### config.mk
export PLATFORM = sky130hd
export DESIGN_NAME = jk_button_request_gen_flat
export DESIGN_NICKNAME = d
export VERILOG_FILES = /design/src/rtl/jk_button_request_gen_if.sv /design/src/rtl/jk_button_request_gen.sv /design/src/flat_wrapper.sv
export SDC_FILE = /design/constraint.sdc
export NUM_CORES = 1
export LEC_CHECK = 0
export ABC_AREA = 1
export BUFFER_PORTS_ARGS = -buffer_cell sky130_fd_sc_hd__buf_2
export CORE_AREA = 4 4 52 54
export CTS_CLUSTER_DIAMETER = 80
export DETAILED_ROUTE_END_ITERATION = 8
export DIE_AREA = 0 0 56 58
export GPL_TIMING_DRIVEN = 0
export PLACE_DENSITY = 0.63
export SLEW_MARGIN = 20
export SYNTH_ARGS = -nofsm -noshare
export SYNTH_HDL_FRONTEND = slang
export SYNTH_SLANG_ARGS = --single-unit
### constraint.sdc
create_clock -name clk -period 1.33 [get_ports clk]
set_input_delay 0.1995 -clock clk [delete_from_list [all_inputs] [get_ports clk]]
set_output_delay 0.1995 -clock clk [all_outputs]
set_load 0.02 [all_outputs]
### src/rtl/jk_button_request_gen_if.sv
// Button-side bundle for jk_button_request_gen: raw push-button inputs and
// the clean j/k requests, debounced levels and drop indication it produces.
interface jk_button_request_gen_if;
  logic btn_on_raw;
  logic btn_off_raw;
  logic j;
  logic k;
  logic on_level;
  logic off_level;
  logic dropped;

  modport master (
    output btn_on_raw, btn_off_raw,
    input  j, k, on_level, off_level, dropped
  );

  modport slave (
    input  btn_on_raw, btn_off_raw,
    output j, k, on_level, off_level, dropped
  );
endinterface

### src/rtl/jk_button_request_gen.sv
// Front end for the OFF/ON j/k machine: synchronises and debounces two raw
// buttons, turns clean presses into one-cycle j/k requests with off priority and lockout.
module jk_button_request_gen #(
  parameter int DEBOUNCE_CYCLES = 4,
  parameter int LOCKOUT_CYCLES  = 8
) (
  input  logic                  clk,
  input  logic                  areset_n,
  jk_button_request_gen_if.slave bus
);

  localparam int CW = $clog2(DEBOUNCE_CYCLES) + 1;
  localparam int LW = $clog2(LOCKOUT_CYCLES + 1) + 1;
  localparam logic [CW-1:0] CNT_MAX   = CW'(DEBOUNCE_CYCLES - 1);
  localparam logic [LW-1:0] LOCK_LOAD = LW'(LOCKOUT_CYCLES);

  // Bit 0 carries the "on" button, bit 1 the "off" button throughout.
  logic [1:0]    raw_s;
  logic [1:0]    sync1_r;
  logic [1:0]    sync2_r;
  logic [1:0]    level_r;
  logic [1:0]    level_d_r;
  logic [CW-1:0] cnt_r [2];
  logic [LW-1:0] lock_r;
  logic          j_r;
  logic          k_r;
  logic          dropped_r;

  logic [1:0]    press_s;
  logic          j_s;
  logic          k_s;
  logic          dropped_s;
  logic [LW-1:0] lock_s;

  assign raw_s = {bus.btn_off_raw, bus.btn_on_raw};

  // Two-flop synchroniser per button.
  always_ff @(posedge clk or negedge areset_n) begin
    if (!areset_n) begin
      sync1_r <= 2'b00;
      sync2_r <= 2'b00;
    end else begin
      sync1_r <= raw_s;
      sync2_r <= sync1_r;
    end
  end

  // Debounce: level flips only after DEBOUNCE_CYCLES consecutive differing samples.
  always_ff @(posedge clk or negedge areset_n) begin
    if (!areset_n) begin
      level_r   <= 2'b00;
      level_d_r <= 2'b00;
      for (int b = 0; b < 2; b++) begin
        cnt_r[b] <= '0;
      end
    end else begin
      level_d_r <= level_r;
      for (int b = 0; b < 2; b++) begin
        if (sync2_r[b] == level_r[b]) begin
          cnt_r[b] <= '0;
        end else if (cnt_r[b] == CNT_MAX) begin
          level_r[b] <= sync2_r[b];
          cnt_r[b]   <= '0;
        end else begin
          cnt_r[b] <= cnt_r[b] + 1'b1;
        end
      end
    end
  end

  assign press_s = level_r & ~level_d_r;

  // Arbitration: lockout drops everything, off wins a tie, and the loser is reported.
  always_comb begin
    j_s       = 1'b0;
    k_s       = 1'b0;
    dropped_s = 1'b0;
    lock_s    = lock_r;
    if (press_s == 2'b00) begin
      dropped_s = 1'b0;
    end else if (lock_r != '0) begin
      dropped_s = 1'b1;
    end else if (press_s == 2'b11) begin
      k_s       = 1'b1;
      dropped_s = 1'b1;
    end else if (press_s[1]) begin
      k_s = 1'b1;
    end else begin
      j_s = 1'b1;
    end
    if (j_s || k_s) begin
      lock_s = LOCK_LOAD;
    end else if (lock_r != '0) begin
      lock_s = lock_r - 1'b1;
    end else begin
      lock_s = '0;
    end
  end

  // Registered request outputs and lockout counter.
  always_ff @(posedge clk or negedge areset_n) begin
    if (!areset_n) begin
      j_r       <= 1'b0;
      k_r       <= 1'b0;
      dropped_r <= 1'b0;
      lock_r    <= '0;
    end else begin
      j_r       <= j_s;
      k_r       <= k_s;
      dropped_r <= dropped_s;
      lock_r    <= lock_s;
    end
  end

  assign bus.j         = j_r;
  assign bus.k         = k_r;
  assign bus.dropped   = dropped_r;
  assign bus.on_level  = level_r[0];
  assign bus.off_level = level_r[1];

endmodule
### src/flat_wrapper.sv
// flat-port wrapper written by rule: the top's interface ports become plain ports
module jk_button_request_gen_flat 
#(
  parameter int DEBOUNCE_CYCLES = 4,
  parameter int LOCKOUT_CYCLES  = 8
)
  (clk, areset_n, bus_btn_on_raw, bus_btn_off_raw, bus_j, bus_k, bus_on_level, bus_off_level, bus_dropped);
  jk_button_request_gen_if bus_i ();
  input  logic clk;
  input  logic areset_n;
  input wire logic [$bits(bus_i.btn_on_raw)-1:0] bus_btn_on_raw;
  input wire logic [$bits(bus_i.btn_off_raw)-1:0] bus_btn_off_raw;
  output wire logic [$bits(bus_i.j)-1:0] bus_j;
  output wire logic [$bits(bus_i.k)-1:0] bus_k;
  output wire logic [$bits(bus_i.on_level)-1:0] bus_on_level;
  output wire logic [$bits(bus_i.off_level)-1:0] bus_off_level;
  output wire logic [$bits(bus_i.dropped)-1:0] bus_dropped;
  assign bus_i.btn_on_raw = bus_btn_on_raw;
  assign bus_i.btn_off_raw = bus_btn_off_raw;
  assign bus_j = bus_i.j;
  assign bus_k = bus_i.k;
  assign bus_on_level = bus_i.on_level;
  assign bus_off_level = bus_i.off_level;
  assign bus_dropped = bus_i.dropped;
  jk_button_request_gen #(.DEBOUNCE_CYCLES(DEBOUNCE_CYCLES), .LOCKOUT_CYCLES(LOCKOUT_CYCLES)) u_core (.clk(clk), .areset_n(areset_n), .bus(bus_i));
endmodule
==> flow_summary_export.csv <==
group,metric,value,unit
outcome,status,"completed",
job,cap_violations,0,
setup_path,critPathMaxFanout,8,
power_and_ir_drop,p_leak,0.5387,nW
global_route,grt_pass1_vias,474,
yosys,syn_area,862.1,sq um
yosys,ys_ff_latch,22,
power_and_ir_drop,p_clk_frac,0.229,
floorplanning,die_h,58,microns
setup_path,reg2reg_depth,5,
setup_path,timing.rr.start,"u_core.lock_r[0]$_DFF_PN0_",
hold_path,whs_endpoint,"u_core.sync2_r[1]$_DFF_PN0_",
setup_path,arrival,1340,ps
cells_and_area,fill_cells,225,
power_and_ir_drop,p_per_area,2135,nW/um^2
placement,placement.io_buffers,8,
timing,fin_setup_tns,0,ps
timing,skew,5.131,ps
floorplanning,core,2212,sq um
power_and_ir_drop,switching_share,0.3402,
setup_path,reg2reg_slack,190,ps
detailed_routing,antenna_left,0,
setup_path,worstPathRequired,1530,ps
setup_path,worst_setup_path_end_kind,"flop",
clock_network,cts.sinks,22,
timing,layout_setup_ws,189.4,ps
clock_network,cts_buffer_depth,2,
power_and_ir_drop,ir_drop,1002,uV
placement,gp_congestion,0.7097,
detailed_routing,first_pass_iters,2,
cells_and_area,final_cell_count_no_fill,124,
clock_network,cts_tree,"built",
yosys,yosys.area_share.simple,0.2046,
setup_path,reg2reg_to,"u_core.lock_r[3]$_DFF_PN0_",
hold_path,hold_path_depth,0,
placement,dp_hpwl,795.3,microns
power_and_ir_drop,combPwrFrac,0.316,
yosys,seq_area_frac_synth,0.6386,
global_route,grt_overflow_total,0,
floorplanning,num_rows,17,
cells_and_area,final_cell_mix,"dfrtp_1, nand2_1, inv_1",
clock_network,htree_levels,1,
clock_network,clkTransAtPathRegs,120,ps
hold_path,hold_path.class,"flop to flop",
cells_and_area,drive_gt1_frac,0.1979,
clock_network,cts_setup_buffers,0,
timing,rsz0062_at_grt,"false",
yosys,syn_nets,88,
power_and_ir_drop,intPower,0.001436,W
floorplanning,die-area,3248,sq um
detailed_routing,vias,522,
timing,post-route-period-util,0.8576,
timing,fmax,0.8767,GHz
cells_and_area,diodes,0,
detailed_routing,drt_iter0_drc,5,
yosys,ys_types,17,
timing,maxSlewHeadroom,0.6848,
setup_path,start_kind,"flop",
hold_path,min-delay-start,"u_core.sync1_r[1]$_DFF_PN0_",
yosys,synthXorXnorAreaFrac,0.02032,
timing,worstMarginPinSlew,472.8,ps
placement,dp_cells,117,
timing,timing.final.crit_period,1141,ps
global_route,track_usage,0.08070,
timing,hold_viol,0,
detailed_routing,wire_per_inst,8.613,microns
detailed_routing,drt-total-wl,1.068,mm
cells_and_area,final_common_cell,"dfrtp_1",
floorplanning,start_util,0.3897,
yosys,syn_avg_cell_area,10.64,sq um
setup_path,crit_type,"flop to flop",
clock_network,clk_latency,300,ps
floorplanning,pin_count,9,
clock_network,cts_root_buf,"clkbuf_4",
global_route,grt_start_max_net_pins,23,
floorplanning,fp.dieW,56,microns
global_route,grt_antenna_before_repair,0,
timing,setup_viol,0,
timing,drv_slew,0,
cells_and_area,areaGrowthSynthToFinish,18.29,%
yosys,synth_mux_area_frac,0,
cells_and_area,fin_util,0.4610,
detailed_routing,routed_via_density,4.210,
placement,dpl_worst_slack,204.2,ps
yosys,synth_top_family_by_area,"simple AND/OR/NAND/NOR gates",
power_and_ir_drop,seqPwrFrac,0.455,
yosys,ys_warn_count,0,
global_route,grt_pass1_wl,2.049,mm
detailed_routing,drc,0,
cells_and_area,layout.nets,104,
power_and_ir_drop,p_sw,0.0007407,W
yosys,synth-compound-area-share,0.01742,
clock_network,numCtsBuffers,3,
yosys,synth-adder-area-share,0.04354,
yosys,syn_inst,81,
area by class of cell:
| class | count | area [sq um] | area share |
|---|---|---|---|
| Tap cell | 28 | 35.03 | 0.03436 |
| Timing Repair Buffer | 11 | 70.07 | 0.06871 |
| Multi-Input combinational cell | 42 | 246.5 | 0.2417 |
| Inverter | 17 | 65.06 | 0.06380 |
| Clock buffer | 3 | 22.52 | 0.02209 |
| Clock inverter | 1 | 30.03 | 0.02945 |
| Sequential cell | 22 | 550.5 | 0.5399 |
cell families after synthesis:
| family | after synthesis |
|---|---|
| AO/OA/AOI/OAI | 3 |
| XOR/XNOR | 2 |
| adder cells (fa/ha/maj) | 3 |
| buffers and inverters | 17 |
| flip-flops | 22 |
| AND/OR/NAND/NOR | 34 |
metrics by stage:
stage / hold WS, ps / cell area, sq um / power [W]
final: 362.6 / 1020 / 0.002177
after global routing: 387.1 / 1020 / 0.002376
after CTS: 368.5 / 1020 / 0.002222
after detailed placement: 192.0 / 937.1 / 0.001703
after global placement: 185.2 / 937.1 / 0.001673
after floorplan: -96.09 / 862.1 / 0.001544
worst max-delay path by stage:
stage / from / to / slack [ps] / cells past startpoint
2_1_floorplan: u_core.lock_r[0]$_DFF_PN0_ / u_core.lock_r[3]$_DFF_PN0_ / 290 / 5
3_3_place_gp: u_core.lock_r[0]$_DFF_PN0_ / u_core.lock_r[3]$_DFF_PN0_ / 210 / 5
3_5_place_dp: u_core.lock_r[0]$_DFF_PN0_ / u_core.lock_r[3]$_DFF_PN0_ / 200 / 5
4_1_cts: u_core.level_r[1]$_DFFE_PN0P_ / bus_off_level / 180 / 1
5_1_grt: u_core.lock_r[0]$_DFF_PN0_ / u_core.lock_r[3]$_DFF_PN0_ / 100 / 5
6_report: u_core.lock_r[0]$_DFF_PN0_ / u_core.lock_r[3]$_DFF_PN0_ / 190 / 5
sequential cells by signal, summed over array words and instances, names as in the netlist:
signal / count
u_core.bus.dropped: 1
u_core.level_r: 2
u_core.level_d_r: 2
u_core.bus.j: 1
u_core.bus.k: 1
u_core.sync2_r: 2
u_core.lock_r: 5
u_core.cnt_r: 6
u_core.sync1_r: 2
worst max-delay path, cell delays in order, from the launching register on:
cell	delay, ps
dfrtp_1	380
inv_1	100
ha_1	260
nand3_4	150
nand3_1	110
nand2_1	50
cell usage after synthesis:
master / count / area, sq um
dfrtp_1: 22 / 550.5
nand2_1: 17 / 63.81
inv_1: 15 / 56.30
nor2_1: 4 / 15.01
nor3_1: 4 / 20.02
ha_1: 3 / 37.54
nand3_1: 3 / 15.01
nor2_4: 2 / 22.52
o21ai_0: 2 / 10.01
xnor2_1: 2 / 17.52
a21oi_1: 1 / 5.000
clkinv_2: 1 / 5.000
inv_2: 1 / 3.750
nand3_4: 1 / 17.52
nor2_2: 1 / 6.260
nor3_2: 1 / 10.01
or2_1: 1 / 6.260
power groups by stage:
stage,sequential (W),clock [W],combinational (W)
floorplan,0.00105,0,0.000495
global placement,0.00100,0,0.000672
detailed placement,0.00101,0,0.000694
CTS,0.000994,0.000523,0.000705
global route,0.00102,0.000554,0.000806
finish,0.000990,0.000499,0.000688
metal layers:
metal	track usage	part of all wire	wire length (microns)	up-vias
met4	0.04068	0.011	12	0
met2	0.1135	0.46	492	8
met3	0.03118	0.052	56	2
met5	0	0	0	-
li1	-	-	-	275
met1	0.1080	0.47	506	237
what timing repair did:
item	CTS	global route
hold buffers	3	0
hold endpoints to repair	24	0
resized for setup	0	0
No activity file was read; power rests on OpenSTA's default activity.
